$ cat src/rtl/req_enc_pkg.sv
// Shared types, default sizes and the code-to-mask helper for the request encoder
// and the decoder-side checkers.
package req_enc_pkg;

  localparam int N_REQ_DEF  = 16;
  localparam int CODE_W_DEF = 4;

  typedef enum logic {
    IDLE,
    PRESENT
  } encState_t;

  function automatic logic [N_REQ_DEF-1:0] onehot(input logic [CODE_W_DEF-1:0] code);
    logic [N_REQ_DEF-1:0] mask;
    mask       = '0;
    mask[code] = 1'b1;
    return mask;
  endfunction

endpackage

$ cat src/rtl/req_encoder_pick_lowest.sv
// Combinational lowest-set-bit encoder: returns the index of the lowest set bit of vec
// and whether any bit was set at all.
module pick_lowest #(
  parameter int N = 16,
  parameter int W = 4
) (
  input  logic [N-1:0] vec,
  output logic [W-1:0] idx,
  output logic         found
);

  // Scan downwards so the last hit written is the lowest index.
  always_comb begin
    idx   = '0;
    found = 1'b0;
    for (int i = N - 1; i >= 0; i--) begin
      if (vec[i]) begin
        idx   = W'(i);
        found = 1'b1;
      end
    end
  end

endmodule

$ cat src/rtl/req_encoder.sv
// Sticky request collector that serialises pending request lines into a code stream,
// one index per valid/ready handshake, with fixed-priority or round-robin selection.
module req_encoder
  import req_enc_pkg::*;
#(
  parameter int N_REQ       = N_REQ_DEF,
  parameter int CODE_W      = CODE_W_DEF,
  parameter int ROUND_ROBIN = 0
) (
  input  logic              clk,
  input  logic              rst,
  input  logic [N_REQ-1:0]  reqIn,
  input  logic              E,
  output logic [CODE_W-1:0] codeOut,
  output logic              validOut,
  input  logic              readyIn,
  output logic              anyPending,
  output logic              overflow,
  input  logic              clrOvf
);

  encState_t         state;
  logic [N_REQ-1:0]  pending;
  logic [N_REQ-1:0]  clrMask;
  logic [N_REQ-1:0]  setMask;
  logic [N_REQ-1:0]  remaining;
  logic [N_REQ-1:0]  pendingNext;
  logic              handshake;
  logic              ovfEvent;
  logic [CODE_W-1:0] selCode;
  logic              selFound;

  // Outside a handshake clrMask is zero, so remaining equals pending and serves as the
  // single candidate vector for both the idle load and back-to-back service.
  always_comb begin
    handshake   = (state == PRESENT) && readyIn;
    clrMask     = handshake ? N_REQ'(onehot(CODE_W_DEF'(codeOut))) : '0;
    setMask     = reqIn & {N_REQ{E}};
    remaining   = pending & ~clrMask;
    pendingNext = remaining | setMask;
    ovfEvent    = |(setMask & remaining);
  end

  if (ROUND_ROBIN != 0) begin : gRr
    logic [CODE_W-1:0] ptr;
    logic [CODE_W-1:0] selPtr;
    logic [N_REQ-1:0]  hiVec;
    logic [CODE_W-1:0] hiIdx;
    logic [CODE_W-1:0] allIdx;
    logic              hiFound;
    logic              allFound;

    // The code chosen during a handshake already starts after the one being served.
    always_comb begin
      selPtr = handshake ? codeOut + CODE_W'(1) : ptr;
      hiVec  = remaining & ({N_REQ{1'b1}} << selPtr);
    end

    pick_lowest #(.N(N_REQ), .W(CODE_W)) uHi (.vec(hiVec), .idx(hiIdx), .found(hiFound));
    pick_lowest #(.N(N_REQ), .W(CODE_W)) uAll (.vec(remaining), .idx(allIdx), .found(allFound));

    assign selCode  = hiFound ? hiIdx : allIdx;
    assign selFound = allFound;

    always_ff @(posedge clk) begin
      if (rst) begin
        ptr <= '0;
      end else if (handshake) begin
        ptr <= codeOut + CODE_W'(1);
      end
    end
  end else begin : gFixed
    pick_lowest #(.N(N_REQ), .W(CODE_W)) uAll (.vec(remaining), .idx(selCode), .found(selFound));
  end

  always_ff @(posedge clk) begin
    if (rst) begin
      state      <= IDLE;
      pending    <= '0;
      codeOut    <= '0;
      validOut   <= 1'b0;
      anyPending <= 1'b0;
      overflow   <= 1'b0;
    end else begin
      pending    <= pendingNext;
      anyPending <= |pending;
      overflow   <= ovfEvent | (overflow & ~clrOvf);
      case (state)
        IDLE: begin
          if (selFound) begin
            codeOut  <= selCode;
            validOut <= 1'b1;
            state    <= PRESENT;
          end
        end
        PRESENT: begin
          if (readyIn) begin
            if (selFound) begin
              codeOut <= selCode;
            end else begin
              validOut <= 1'b0;
              state    <= IDLE;
            end
          end
        end
        default: begin
          validOut <= 1'b0;
          state    <= IDLE;
        end
      endcase
    end
  end

endmodule
$ cat config.mk
export PLATFORM = sky130hd
export DESIGN_NAME = req_encoder
export DESIGN_NICKNAME = d
export VERILOG_FILES = /design/src/rtl/req_enc_pkg.sv /design/src/rtl/req_encoder_pick_lowest.sv /design/src/rtl/req_encoder.sv
export SDC_FILE = /design/constraint.sdc
export NUM_CORES = 1
export LEC_CHECK = 0
export BUFFER_PORTS_ARGS = -buffer_cell sky130_fd_sc_hd__buf_2
export CORE_ASPECT_RATIO = 1.1
export CORE_MARGIN = 1.5
export CORE_UTILIZATION = 59
export CTS_BUF_LIST = sky130_fd_sc_hd__clkbuf_2 sky130_fd_sc_hd__clkbuf_4 sky130_fd_sc_hd__clkbuf_8
export DETAILED_ROUTE_END_ITERATION = 8
export PLACE_DENSITY = 0.95
export SKIP_LAST_GASP = 1
export SYNTH_ARGS = -nofsm -noshare
export SYNTH_HDL_FRONTEND = slang
export SYNTH_HIERARCHICAL = 1
export SYNTH_SLANG_ARGS = --single-unit
$ cat constraint.sdc
create_clock -name clk -period 5.35 [get_ports clk]
set_input_delay 1.07 -clock clk [delete_from_list [all_inputs] [get_ports clk]]
set_output_delay 1.07 -clock clk [all_outputs]
set_load 0.03 [all_outputs]
After elaboration in Yosys (flattened, before gate mapping):

Index checks and enable logic that the tools add are counted.

* register bits: 24
* bits of input ports: 21
* output and inout bits: 7
* word-level logic and storage cells: 70

* order comparisons: 2
* equal/unequal tests: 3
* multiplexer cells: 45
* bitwise gates (word level): 9
* reduce and logical (&&, ||, !) cells: 5

Operator list (count)
* 4-bit two-way mux: 18
* 16-bit bitwise AND: 3
* 16-bit OR reduction: 2
* 1-bit two-way mux: 22
* 16-bit two-way mux: 1
* 16-bit inverter: 1
* 16-bit OR: 1
* 4-bit case mux with 2 select lines: 1
* 4-bit by 5-bit < comparator with 1-bit output (second input constant): 1
* 1-bit demux with 4-bit select: 1
* 4-bit by 1-bit greater-or-equal comparator with 1-bit output (second input constant): 1
* 2-bit != test (second input constant): 2
* 1-bit case mux with 2 select lines: 2
* 3-bit AND reduction: 1
* 1-bit logical AND: 2
* 2-bit by 1-bit != test with 1-bit output (second input constant): 1
* 1-bit inverter: 2
* 1-bit bitwise AND: 1
* 1-bit OR: 1

Logic depth before layout (Yosys ltp):

* depth after elaboration: 26
* mapped depth: 9
* mapped depth without buffers: 9

Cells and area by module:

Netlist, hierarchy kept.

By module, submodules not included
* req_encoder: instances 1, cells each 131, area an instance 1101.1 um^2, sequential area each 480.5 um^2
* pick_lowest: instances 1, cells each 33, area an instance 178.9 um^2, sequential area each 0.0 um^2

Worst setup path after synthesis:

No wires, ideal clock.

* kind: input to register
* start point: input port readyIn
* end point: register codeOut[1]
* setup time: 0.128 ns
* arrival: 2.690 ns
* required time: 5.222 ns
* path slack: 2.533 ns
* stages: 9
* buffers on the path: 0
* cells stage by stage: nand4b_1 -> o31ai_1 -> inv_1 -> nor4_2 -> and3_1 -> nand4_1 -> nand2_1 -> mux2i_1 -> nor2_1

* elaborated cells between the ends (all ways): 40
* classes of those cells: 1 x eq/ne; 36 x mux; 2 x bitwise; 1 x reduce/logical

RTL lines
* start: declaration: line req_encoder.sv:16 `input logic readyIn,`
* 1-bit logical AND (*): line req_encoder.sv:36 `handshake = (state == PRESENT) && readyIn;`
* 16-bit two-way mux (*): line req_encoder.sv:37 `clrMask = handshake ? N_REQ'(onehot(CODE_W_DEF'(codeOut))) : '0;`
* 16-bit inverter (*): line req_encoder.sv:39 `remaining = pending & ~clrMask;`
* 16-bit bitwise AND (*): line req_encoder.sv:39
* net remaining[8]: line req_encoder.sv:26 `logic [N_REQ-1:0] remaining;`
* 1-bit two-way mux (*) (9 in series): line req_encoder_pick_lowest.sv:17 `if (vec[i]) begin`
* net selFound: line req_encoder.sv:31 `logic selFound;`
* 4-bit two-way mux (*): line req_encoder.sv:90, req_encoder.sv:98
* 4-bit two-way mux: line req_encoder.sv:97 `if (readyIn) begin`
* 4-bit case mux with 2 select lines (*): line req_encoder.sv:88 `case (state)`
* end signal: assignment: line req_encoder.sv:91 `codeOut <= selCode;`
* end signal: assignment: line req_encoder.sv:99 `codeOut <= selCode;`
* end: declaration: line req_encoder.sv:14 `output logic [CODE_W-1:0] codeOut,`

Mark *: on every way through the listed nets, which the timed path passes. The rest lies on a longest branch. The select of a mux whose other input is x is not followed.
A chain may end at the register's enable or synchronous reset.

Final worst setup path:

* start point: input port readyIn
* end point: register codeOut[2]

Same word-level chain as after synthesis.

==> flow_summary.toml <==
[run_status]
status = "complete, no violations"

[clocking]
cts_inserted_buffers = 3
postCtsResizedCells = 0
clock_sinks = 24
cts_root_buf = "clkbuf_4"
clk_path_buf_depth = 2
ctsHoldBuffers = 0
clk_pin_slew_ns = 0.14
clock_latency_ns = 0.32
htree_levels = 1
post_cts_buffers = 0
tritoncts = "done"

[global_routing]
grt_pass1_wl_mm = 5.74
grt-ovfl-total = 0
grt_start_max_net_pins = 25
antenna_found_initial = 0
grt_use_total = 0.332
grt_pass1_vias = 1295

[routing]
via_per_inst = 6.35
wl_mm = 3.66
first_pass_iters = 5
drtIter0Drc = 141
avgRoutedWirePerCell_um = 16.7
num_vias = 1391
postRouteAntennaNets = 0
drc = 0

[place]
placedInstanceArea_um2 = 1440
gp_congestion = 1.05
pre_cts_ws_ns = 2.02
dpl.hpwl_mm = 2.62
port_buffers = 27

[floorplan]
die_w_um = 47.4
die_h_um = 51.9
io_pins = 28
dieArea_um2 = 2460
core-area_um2 = 2020
rows = 17
initial_utilization = 0.633

[min_path]
holdCritStartpoint = "validOut"
hp-class = "flop to flop"
hold_depth = 2

[yosys]
synthesis.area_um2 = 1280
yosysWarningCount = 6
synth_area_per_cell_um2 = 7.80
netlist_instances = 164
yosysSeqAreaShare = 0.375
synth_cell_type_count = 35
ys_seq_elements = 24
ys_async_sr_fraction = 0
synth.net_count = 185
synth-edff-count = 0
synthFlopType = "dfxtp_1"

[sta]
post-route-period-util = 0.590
hold_violations = 0
tns_ns = 0
final.min_clock_period_ns = 3.15
fmax_mhz = 317
slew_viol_final = 0
setup_slack_ns = 2.20
slew_headroom = 0.670
tightest_slew_ns = 0.490
rsz0062_at_grt = "false"
finClkSkew_ns = 0.0100
finalSetupViolCount = 0

[cells_and_area]
layout.nets = 213
syn_to_final_growth_pct = 16.2
final_design_area_no_fill_um2 = 1490
antenna_cells = 0
final_cell_mix = "buf_2, dfxtp_1, a21oi_1"
layout_commonest_cell = "buf_2"
drive_above_1_share = 0.183

[job]
max-cap-violations = 0

[critical_path]
cp-start-kind = "input pin"
cp-startpoint = "readyIn"
cp_max_fo = 6
arrival_ns = 3.37
crit_required_ns = 5.56
crit_type = "input pin to flop"
ff2ff_path_depth = 9
r2r_start = "state"
endpoint_kind = "flop"

[pwr]
leakagePower_nw = 0.657
peakVddDrop_uv = 234
power.density_nw_per_um2 = 305
worst max-delay path, stage by stage:
cell and delay, ns:
buf_2 0.15, nand4b_1 0.24, o31ai_1 0.50, inv_1 0.20, nor4_2 0.30, and3_1 0.23, nand4_1 0.19, nand2_1 0.23
mux2i_1 0.22, nor2_1 0.05
metrics by stage:
step           instances  power (mW)  utilization  hold slack, ns
6_report             219       0.453        0.736           0.518
5_1_grt              219       0.474        0.736           0.559
4_1_cts              219       0.450        0.736           0.519
3_5_place_dp         215       0.320        0.710           0.503
3_3_place_gp         215       0.316        0.710           0.500
2_1_floorplan        164       0.286            -           0.490
layer usage:
layer,up-vias,routed length [um],global-route usage
met5,-,0,0
met4,0,155,0.194
met3,25,340,0.0764
met2,104,1690,0.505
met1,599,1480,0.416
li1,663,-,-
path summary, 6_finish.rpt:
path                end  slack (ns)
min reg2reg    validOut        0.52
max reg2reg  codeOut[2]        2.56
min            validOut        0.52
max          codeOut[2]        2.20
power breakdown:
| part | total [mW] | internal, mW | switching [mW] |
|---|---|---|---|
| combinational | 0.113 | 0.0414 | 0.0720 |
| clock | 0.131 | 0.0758 | 0.0548 |
| sequential | 0.209 | 0.194 | 0.0157 |
| total | 0.453 | 0.311 | 0.143 |
Yosys cell counts (2+ instances only):
master | number | area share
a21oi_1 | 23 | 0.090
a31oi_1 | 2 | 0.0098
clkbuf_1 | 4 | 0.012
dfxtp_1 | 24 | 0.38
inv_1 | 13 | 0.038
mux2i_1 | 3 | 0.023
nand2_1 | 16 | 0.047
nand2b_1 | 2 | 0.0098
nand3_1 | 2 | 0.0078
nand4_1 | 2 | 0.0098
nor2_1 | 22 | 0.065
nor3_1 | 3 | 0.012
nor4_1 | 4 | 0.020
nor4_2 | 2 | 0.020
o2111ai_1 | 8 | 0.055
o21a_1 | 8 | 0.047
o21ai_0 | 2 | 0.0078
o21ai_1 | 3 | 0.012
o22ai_1 | 3 | 0.015
o31ai_1 | 3 | 0.018
logic make-up after synthesis:
kind of cell,count (synthesis),share of synthesized area
buffers and inverters,17,0.0499
AOI/OAI and AO/OA,58,0.296
DFF,24,0.375
muxes,3,0.0235
and+or+nand+nor,62,0.255
final cells by class:
cell class                      instances  area, um2
Multi-Input combinational cell        123        736
Fill cell                             166        533
Sequential cell                        24        480
Timing Repair Buffer                   27        135
Inverter                               13       48.8
Tap cell                               28       35.0
Clock inverter                          1       30.0
Clock buffer                            3       22.5
flip-flops by register name, summed over array words and instances, names as in the netlist:
register / count
codeOut: 4
pending: 16
anyPending: 1
overflow: 1
validOut: 1
state: 1
Power figures use the tool's default switching activity.
